==> src/rtl/alu_ctrl_encoder.sv <==
// ID->EX stage: encodes a LEGv8 instruction into the registered ALU control word.
// Define ALU_CTRL_ILLEGAL_CNT_EN to add a saturating illegal-instruction counter.
module alu_ctrl_encoder #(
  parameter int unsigned INSTR_W = 32,
  parameter int unsigned CNT_W   = 8
) (
  input  logic               clk,
  input  logic               reset,
  input  logic [INSTR_W-1:0] id_instr,
  input  logic               id_valid,
  input  logic               stall,
  input  logic               flush,
  output logic [2:0]         ex_cntrl,
  output logic               ex_set_flags,
  output logic               ex_imm_sel,
  output logic               ex_valid,
  output logic               ex_illegal,
`ifdef ALU_CTRL_ILLEGAL_CNT_EN
  output logic [CNT_W-1:0]   illegal_cnt,
`endif
  output logic               flag_hazard
);

  localparam logic [2:0] CtrlPassB = 3'b000;
  localparam logic [2:0] CtrlAdd   = 3'b010;
  localparam logic [2:0] CtrlSub   = 3'b011;
  localparam logic [2:0] CtrlAnd   = 3'b100;
  localparam logic [2:0] CtrlEor   = 3'b110;

  logic [10:0] op11;
  logic [2:0]  dec_cntrl;
  logic        dec_set_flags;
  logic        dec_imm_sel;
  logic        dec_illegal;
  logic        dec_is_bcond;

  logic [2:0] ex_cntrl_q, ex_cntrl_d;
  logic       ex_set_flags_q, ex_set_flags_d;
  logic       ex_imm_sel_q, ex_imm_sel_d;
  logic       ex_valid_q, ex_valid_d;
  logic       ex_illegal_q, ex_illegal_d;
  logic       load_en;

  // Only [31:21] are decoded; the operand fields are irrelevant here.
  logic unused_instr;
  assign unused_instr = ^id_instr;

  assign op11 = id_instr[31:21];

  always_comb begin
    dec_cntrl     = CtrlPassB;
    dec_set_flags = 1'b0;
    dec_imm_sel   = 1'b0;
    dec_illegal   = 1'b0;
    dec_is_bcond  = 1'b0;
    case (op11)
      11'b10101011000: begin
        dec_cntrl     = CtrlAdd;
        dec_set_flags = 1'b1;
      end
      11'b11101011000: begin
        dec_cntrl     = CtrlSub;
        dec_set_flags = 1'b1;
      end
      11'b10001010000: dec_cntrl = CtrlAnd;
      11'b11001010000: dec_cntrl = CtrlEor;
      11'b11111000010, 11'b11111000000: begin
        dec_cntrl   = CtrlAdd;
        dec_imm_sel = 1'b1;
      end
      default: begin
        if (id_instr[31:22] == 10'b1001000100) begin
          dec_cntrl   = CtrlAdd;
          dec_imm_sel = 1'b1;
        end else if (id_instr[31:24] == 8'b01010100) begin
          dec_is_bcond = 1'b1;
        end else if ((id_instr[31:24] == 8'b10110100) ||
                     (id_instr[31:26] == 6'b000101) ||
                     (id_instr[31:26] == 6'b100101)) begin
          dec_cntrl = CtrlPassB;
        end else begin
          dec_illegal = 1'b1;
        end
      end
    endcase
  end

  // A B.cond must not read NZCV while the flag setter ahead of it is still in EX.
  assign flag_hazard = id_valid & dec_is_bcond & ex_valid_q & ex_set_flags_q;

  assign load_en = !flush && !stall && !flag_hazard;

  always_comb begin
    ex_cntrl_d     = ex_cntrl_q;
    ex_set_flags_d = ex_set_flags_q;
    ex_imm_sel_d   = ex_imm_sel_q;
    ex_valid_d     = ex_valid_q;
    ex_illegal_d   = ex_illegal_q;
    if (flush || (!stall && flag_hazard)) begin
      ex_cntrl_d     = CtrlPassB;
      ex_set_flags_d = 1'b0;
      ex_imm_sel_d   = 1'b0;
      ex_valid_d     = 1'b0;
      ex_illegal_d   = 1'b0;
    end else if (load_en) begin
      ex_cntrl_d     = id_valid ? dec_cntrl : CtrlPassB;
      ex_set_flags_d = id_valid & dec_set_flags;
      ex_imm_sel_d   = id_valid & dec_imm_sel;
      ex_valid_d     = id_valid;
      ex_illegal_d   = id_valid & dec_illegal;
    end
  end

  always_ff @(posedge clk) begin
    if (!reset) begin
      ex_cntrl_q     <= CtrlPassB;
      ex_set_flags_q <= 1'b0;
      ex_imm_sel_q   <= 1'b0;
      ex_valid_q     <= 1'b0;
      ex_illegal_q   <= 1'b0;
    end else begin
      ex_cntrl_q     <= ex_cntrl_d;
      ex_set_flags_q <= ex_set_flags_d;
      ex_imm_sel_q   <= ex_imm_sel_d;
      ex_valid_q     <= ex_valid_d;
      ex_illegal_q   <= ex_illegal_d;
    end
  end

  assign ex_cntrl     = ex_cntrl_q;
  assign ex_set_flags = ex_set_flags_q;
  assign ex_imm_sel   = ex_imm_sel_q;
  assign ex_valid     = ex_valid_q;
  assign ex_illegal   = ex_illegal_q;

`ifdef ALU_CTRL_ILLEGAL_CNT_EN
  logic [CNT_W-1:0] illegal_cnt_q;

  always_ff @(posedge clk) begin
    if (!reset) begin
      illegal_cnt_q <= '0;
    end else if (load_en && id_valid && dec_illegal && (illegal_cnt_q != {CNT_W{1'b1}})) begin
      illegal_cnt_q <= illegal_cnt_q + 1'b1;
    end
  end

  assign illegal_cnt = illegal_cnt_q;
`else
  logic [CNT_W-1:0] unused_cnt;
  assign unused_cnt = '0;
`endif

endmodule

==> config.mk <==
export PLATFORM = sky130hd
export DESIGN_NAME = alu_ctrl_encoder
export DESIGN_NICKNAME = d
export VERILOG_FILES = /design/src/rtl/alu_ctrl_encoder.sv
export SDC_FILE = /design/constraint.sdc
export NUM_CORES = 1
export LEC_CHECK = 0
export BUFFER_PORTS_ARGS = -buffer_cell sky130_fd_sc_hd__buf_2
export CAP_MARGIN = 10
export CORE_UTILIZATION = 35
export CTS_CLUSTER_SIZE = 12
export DETAILED_ROUTE_END_ITERATION = 10
export PLACE_DENSITY = 0.84
export SLEW_MARGIN = 0
export SYNTH_ARGS = -nofsm -noshare
export SYNTH_HDL_FRONTEND = slang
export SYNTH_SLANG_ARGS = --single-unit
==> constraint.sdc <==
create_clock -name clk -period 1.87 [get_ports clk]
set_input_delay 0.2805 -clock clk [delete_from_list [all_inputs] [get_ports clk]]
set_output_delay 0.2805 -clock clk [all_outputs]
set_load 0.005 [all_outputs]
Yosys cells after proc, flatten, opt, wreduce, memory -nomap -nowiden
Index checks and enable logic that the tools add are counted.
{"block": "classes", "reduce_logical": 15, "muxes": 13, "n_bitwise": 7, "eq_ne": 11}
{"operator": "equality test 11 bit (second input constant)", "n": 6}
{"operator": "case mux 3 bit (4 select lines)", "n": 1}
{"operator": "equality test 10 bit (second input constant)", "n": 1}
{"operator": "2-to-1 mux 1 bit", "n": 9}
{"operator": "equality test 8 x 7 -> 1 bit (second input constant)", "n": 1}
{"operator": "equality test 8 bit (second input constant)", "n": 1}
{"operator": "bitwise AND 1 bit", "n": 6}
{"operator": "equality test 6 x 3 -> 1 bit (second input constant)", "n": 1}
{"operator": "equality test 6 bit (second input constant)", "n": 1}
{"operator": "OR reduction 2 bit", "n": 3}
{"operator": "OR reduction 6 bit", "n": 1}
{"operator": "OR reduction 4 bit", "n": 1}
{"operator": "logical AND 1 bit", "n": 3}
{"operator": "zero test 1 bit", "n": 3}
{"operator": "logical OR 1 bit", "n": 3}
{"operator": "2-to-1 mux 3 bit", "n": 1}
{"operator": "OR reduction 3 bit", "n": 1}
{"operator": "2-to-1 mux 2 bit", "n": 1}
{"operator": "case mux 1 bit (2 select lines)", "n": 1}
{"operator": "inverter 1 bit", "n": 1}
{"block": "totals", "register_bits": 7, "wordCells": 51, "out_inout_bits": 8}

Depth between registers and ports, before layout
Gate-level depths: netlist of run 1.
{"block": "logic_depth", "depth_word": 10, "mapped_depth": 5}

Worst setup path after synthesis of run 1
Ideal clock, no wire load.
{"block": "synth_timing", "path_kind": "input -> register", "from": "input id_instr[27]", "to": "register ex_set_flags_q (netlist: ex_set_flags)", "n_path_buf": 0, "required_ps": 1734, "stages": 5, "arrival_ps": 1489, "slack_ps": 244, "path_cell_list": "or4b_4 -> o31ai_4 -> nor3_1 -> a21oi_1 -> nor2_1"}
{"block": "synth_between", "elab_chain_len": 10, "elab_cells_between_ends": 23, "cone_classes": "eq/ne: 8; mux: 4; bitwise: 4; reduce/logical: 7"}
{"item": "start: declaration", "line": "9", "rtl": "input logic [INSTR_W-1:0] id_instr,"}
{"item": "equality test 8 x 7 -> 1 bit", "line": "75", "rtl": "end else if (id_instr[31:24] == 8'b01010100) begin"}
{"item": "2-to-1 mux 1 bit", "line": "75"}
{"item": "2-to-1 mux 1 bit", "line": "72", "rtl": "if (id_instr[31:22] == 10'b1001000100) begin"}
{"item": "2-to-1 mux 1 bit", "line": "56", "rtl": "case (op11)"}
{"item": "bitwise AND 1 bit (3 in a row)", "line": "89", "rtl": "assign flag_hazard = id_valid & dec_is_bcond & ex_valid_q & ex_set_flags_q;"}
{"item": "logical AND 1 bit", "line": "99", "rtl": "if (flush || (!stall && flag_hazard)) begin"}
{"item": "logical OR 1 bit", "line": "99"}
{"item": "OR reduction 2 bit (no source line)"}
{"item": "end signal: assignment", "line": "123", "rtl": "ex_set_flags_q <= ex_set_flags_d;"}
{"item": "end: declaration", "line": "38", "rtl": "logic ex_set_flags_q, ex_set_flags_d;"}
Parallel ways exist; a longest one is shown, timed or not.
A chain may end at the register's enable or synchronous reset.

Final worst setup path of run 1
{"block": "layout_timing", "from": "input id_instr[27]", "to": "output flag_hazard"}
{"block": "layout_between", "elab_chain_len": 7, "elab_cells_between_ends": 15, "cone_classes": "eq/ne: 8; mux: 3; bitwise: 3; reduce/logical: 1"}
{"item": "equality test 8 x 7 -> 1 bit", "line": "75"}
{"item": "2-to-1 mux 1 bit", "line": "75"}
{"item": "2-to-1 mux 1 bit", "line": "72"}
{"item": "2-to-1 mux 1 bit (*)", "line": "56"}
{"item": "bitwise AND 1 bit (*) (3 in a row)", "line": "89"}
{"item": "end: declaration", "line": "21", "rtl": "output logic flag_hazard"}
Every way passes the cells marked *; elsewhere a longest branch is shown, timed or not.

==> reports/metrics.cfg, run 1 <==
[clock_network]
ctsRootBufferMaster=clkbuf_4
clkLatencyLatePin_ns=0.26
clkSinkCount=7
cts_hold_buf=0
cts_tree=done
clk_pin_slew_ns=0.05
htree_levels=1
clockBufferDepth=2
cts_resized=0
post-cts-setup-buffer-count=0
cts-buffers-inserted=3

[setup_path]
cp-end-kind=output port
arrival_ns=1.33
cp_cell_sequence=buf_2 > or4b_4 > nor3_1 > buf_2
cp.buffers_inverters=2
crit_family=simple AND/OR/NAND/NOR gates
required_ns=1.59
reg2reg_depth=5
path_class=primary input to output port
crit_top_cell=buf_2
r2r_slack_ns=0.49
slowest_stage=or4b_4
rr_startpoint=ex_valid$_SDFFE_PP0P_
cp_max_fo=5
max_stage_delay_ns=0.58
r2r_end=ex_cntrl[1]$_SDFFE_PP0P_
start_kind=primary input

[yosys]
ys_seq_elements=7
synth.area.mux_share_pct=0
synthXorXnorAreaFrac_pct=0
synthCells=62
synth_area_per_cell_um2=7.87
ys_types=28
synth_edf_count=0
yosys.area.top_type_share_pct=28.7
ys.flop_type=dfxtp_1
async_flop_share_pct=0
synthTopCellsByCount=nor2_1, a21oi_1, dfxtp_1, nand2_1, nand4_1
syn-cell-area_um2=488
synth_area_leaders=dfxtp_1, a21oi_1, nor2_1, nand2_1, nand4_1
synth_compound_area_share_pct=24.4
synth_fa_ha_area_share_pct=0
synth_nets=99
synth_seq_area_share_pct=28.7
synthSimpleGateAreaFrac_pct=46.2
synth.most_common_cell=nor2_1
yosysTopAreaCell=dfxtp_1
synth_top_family_by_area=simple AND/OR/NAND/NOR gates
ys_warn_count=0

[timing]
slew_violations=0
min_period_over_period_pct=85.9
tns_ns=0
worstMarginPinSlew_ns=0.373
setup_viol=0
slew_headroom_pct=74.8
fin_crit_ns=1.61
fmax_mhz=623
clock_skew_ns=0.00761
hold_viol=0
rsz0062_at_grt=false
timing.hold.ws_ns=0.332

[finish]
synthToLayoutAreaGrowth_pct=35.9
fin_cells=106
drive_gt1_share_pct=39.6
fin_nets=129
antenna_cells=0
final_cell_area_um2=663

[floorplanning]
rows=13
dieArea_um2=1550
core-area_um2=1300
start_util_pct=37.5
die_w_um=39.3
die_h_um=39.3
num_io_pins=45

[global_routing]
grt_max_degree=8
antenna_found_initial=0
grt_pass1_vias=497
grt.total_usage_pct=17.2
grt_remaining_overflow=0
grt_first_pass_wirelength_mm=1.86

[status]
status=finished clean

[pwr]
p_leak_uw=0.000256
ir_drop_v=0.000259
power_density_nw_per_um2=537

[place]
detailed_place_hpwl_mm=1.02
gp_congestion=0.880
placed_cell_area_um2=637
portBuffers=23
placedCellCount=102

[detailed_routing]
num_vias=587
viasPerCell=5.54
drt_iter0_markers=8
wl_per_cell_um=11.4
post-route-drc-count=0
first_pass_iters=4
ant_nets=0
wl_mm=1.21

[min_path]
hp-start=flush
hold_depth=3
hold_end=ex_imm_sel$_SDFFE_PP0P_
hold_path_class=primary input to flop

[run]
drv_cap=0

[per-stage QoR]
step | utilization [%] | power, uW | setup WS [ns]
floorplan | - | 183 | 0.244
global placement | 48.9 | 216 | 0.0768
detailed placement | 48.9 | 218 | 0.0546
CTS | 51.0 | 355 | 0.245
global route | 51.0 | 368 | 0.234
finish | 51.0 | 356 | 0.264
[sequential cells by signal (all words and copies together), names as in the netlist]
register	flops
ex_valid	1
ex_illegal	1
ex_imm_sel	1
ex_cntrl	3
ex_set_flags	1
[routing by layer]
metal	vias up	routed length, um	GRT usage (%)
met5	-	0	0
met4	0	11	5.17
met3	2	56	3.41
met2	19	632	34.2
met1	272	506	17.6
li1	294	-	-
[where the power goes]
group | switching, uW | internal (uW) | leakage (uW)
Combinational | 34.8 | 29.6 | 0.000185
Clock | 59.0 | 81.7 | 0.0000150
Sequential | 0.560 | 150 | 0.0000565
Total | 94.4 | 262 | 0.000256
[how the worst max path moves through the flow]
stage / startpoint / to / slack [ns] / cells past startpoint
6_report: id_instr[27] / flag_hazard / 0.26 / 4
3_3_place_gp: id_instr[27] / ex_illegal$_SDFFE_PP0P_ / 0.08 / 6
4_1_cts: id_instr[27] / flag_hazard / 0.25 / 4
3_5_place_dp: id_instr[27] / ex_illegal$_SDFFE_PP0P_ / 0.05 / 6
2_1_floorplan: id_instr[27] / ex_set_flags$_SDFFE_PP0P_ / 0.24 / 5
5_1_grt: id_instr[27] / flag_hazard / 0.23 / 4
[area by class of cell]
cell class / count / area [um^2]
fill: 138 / 638
multi-input combinational: 54 / 344
sequential: 7 / 140
timing repair buffer: 25 / 130
clock buffer: 4 / 26.3
tap: 15 / 18.8
inverter: 1 / 3.75
[cells by family (layout without fill, tap and decap cells)]
kind of cell / count (synthesis) / count (layout)
compound gates: 15 / 15
simple gates: 39 / 39
flops: 7 / 7
buf+inv: 1 / 30
[tightest hold or removal path, cell delays in order]
cell and delay [ns]:
buf_2 0.09, nor2b_1 0.05, nor2b_1 0.12
[cells in the final DEF (no fill, tap or decap), types with 2 or more instances in the layout]
cell	n
nor2b_1	3
buf_2	23
clkbuf_4	3
nand3_1	3
a21oi_1	7
nor3_1	2
dfxtp_1	7
nor4b_1	2
buf_4	2
nand4_1	4
nor2_1	8
nand2_1	7
Power figures use the tool's default switching activity.
==> run 2: changes to the inputs <==
Settings changed: CORE_AREA from default to 2 2 39 41, CORE_UTILIZATION 35 to default, DIE_AREA from default to 0 0 41 43, PLACE_DENSITY 0.84 to 0.87.
Clock period 1.87 ns to 2 ns, I/O delays scaled along.
==> run 2 against run 1 <==
Via count is 0.51% higher. Critical path depth unchanged. Count of clock-buffer cells in the layout is the same. Combinational power is 3.6% lower. Sequential cell count did not move. Core utilization shrank 2.4 points. First-iteration DRC count rose by 25%. Final cell count grew 1.9%. Critical path type unchanged.
==> reports/metrics.cfg, run 2 (synthesis results as in run 1) <==
[detailed_routing]
wl_per_cell_um=12.2  ; was 11.4 um
post-route-drc-count=0  ; unchanged
ant_nets=0  ; unchanged
wl_mm=1.31  ; was 1.21 mm
drt_iter0_markers=10  ; was 8
viasPerCell=5.46  ; was 5.54
first_pass_iters=4  ; unchanged
num_vias=590  ; was 587

[setup_path]
start_kind=primary input  ; unchanged
required_ns=1.70  ; was 1.59 ns
r2r_slack_ns=0.55  ; was 0.49 ns
arrival_ns=1.36  ; was 1.33 ns
cp-end-kind=output port  ; unchanged
cp_max_fo=5  ; unchanged
path_class=primary input to output port  ; unchanged

[timing]
fin_crit_ns=1.66
tns_ns=0  ; unchanged
slew_headroom_pct=72.1  ; was 74.8%
worstMarginPinSlew_ns=0.413  ; was 0.373 ns
min_period_over_period_pct=83.0
setup_viol=0  ; unchanged
rsz0062_at_grt=false  ; unchanged
setup_slack_ns=0.340  ; was 0.264 ns
timing.hold.ws_ns=0.374  ; was 0.332 ns
slew_violations=0  ; unchanged
fmax_mhz=603
clock_skew_ns=0.00715  ; was 0.00761 ns
hold_viol=0  ; unchanged

[finish]
drive_gt1_share_pct=40.2  ; was 39.6%
fin_nets=130  ; was 129
final.fill_count=147  ; was 138
multiInputGateArea_um2=344  ; unchanged
layout_commonest_cell=buf_2  ; unchanged
regArea_um2=140  ; unchanged
final_cell_mix=buf_2, nor2_1, nand2_1, a21oi_1, dfxtp_1  ; unchanged
largest_reg_flops=3  ; unchanged
antenna_cells=0  ; unchanged
synthToLayoutAreaGrowth_pct=37.7  ; was 35.9%

[floorplanning]
dieArea_um2=1760  ; was 1550 um^2
core-area_um2=1380  ; was 1300 um^2
num_io_pins=45  ; unchanged
die_w_um=41  ; was 39.3 um
start_util_pct=35.3  ; was 37.5%
die_h_um=43  ; was 39.3 um
rows=14  ; was 13

[global_routing]
antenna_found_initial=0  ; unchanged
grt_first_pass_wirelength_mm=2.09  ; was 1.86 mm
grt_pass1_vias=536  ; was 497
grt.total_usage_pct=16.8  ; was 17.2%
grt_remaining_overflow=0  ; unchanged
grt_max_degree=8  ; unchanged

[pwr]
ir_drop_v=0.000240  ; was 0.000259 V
p_total_uw=333  ; was 356 uW
p_leak_uw=0.000261  ; was 0.000256 uW
power_density_nw_per_um2=495  ; was 537 nW/um^2

[clock_network]
cts-buffers-inserted=3  ; unchanged
clk_pin_slew_ns=0.05  ; about the same
ctsRootBufferMaster=clkbuf_4  ; unchanged
clkLatencyLatePin_ns=0.25  ; was 0.26 ns
cts_hold_buf=0  ; unchanged
clockBufferDepth=2  ; unchanged
clkSinkCount=7  ; unchanged
htree_levels=1  ; unchanged
cts_tree=done  ; unchanged
cts_resized=0  ; unchanged
post-cts-setup-buffer-count=0  ; unchanged

[place]
gp_congestion=0.934  ; was 0.880
dp_slack_ns=0.132  ; was 0.0546 ns
detailed_place_hpwl_mm=1.09  ; was 1.02 mm
portBuffers=23  ; unchanged

[run]
drv_cap=0  ; unchanged

[min_path]
hold_path_class=primary input to flop  ; unchanged

[status]
status=finished clean  ; unchanged

[run 2: cell types whose count changed in the layout (fill, tap and decap cells not counted), sizes merged]
cell,change
buf,+1
[run 2: report_power, final]
group | internal, uW | switching [uW]
clock network | 76.2 | 53.2
registers | 140 | 0.592
logic | 28.9 | 33.2
total | 246 | 86.9
[run 2: metrics by stage]
| step | std cells | instance area [um^2] | utilization (%) |
|---|---|---|---|
| after global placement | 104 | 646 | 46.7 |
| after detailed placement | 104 | 646 | 46.7 |
| final | 108 | 672 | 48.6 |
| after floorplan | 62 | 488 | - |
| after CTS | 108 | 672 | 48.6 |
| after global routing | 108 | 672 | 48.6 |
[run 2: worst paths after layout]
check | startpoint | end | depth (start not counted)
setup / recovery | id_instr[27] | flag_hazard | 4
hold / removal | id_instr[30] | ex_cntrl[0]$_SDFFE_PP0P_ | 3
setup reg to reg | ex_set_flags$_SDFFE_PP0P_ | ex_illegal$_SDFFE_PP0P_ | 5
hold reg to reg | ex_cntrl[2]$_SDFFE_PP0P_ | ex_cntrl[2]$_SDFFE_PP0P_ | 2
[run 2: final cells by class]
cell class                 count  share of cell area, %
timing repair buffer          26                   20.5
tap                           16                   2.98
multi-input combinational     54                   51.2
sequential                     7                   20.9
clock buffer                   4                   3.91
inverter                       1                  0.559
[run 2: worst max-delay path, stage by stage]
cell and delay (ns):
buf_2 0.13, or4b_4 0.58, nor3_1 0.21, buf_2 0.14
[run 2: metal layers]
layer	global-route usage [%]	vias to the layer above	part of all wire, %	routed length [um]
li1	-	295	-	-
met1	19.6	266	39	512
met2	28.4	27	53	702
met3	3.14	2	6.4	84
met4	6.00	0	1.1	14
met5	0	-	0	0
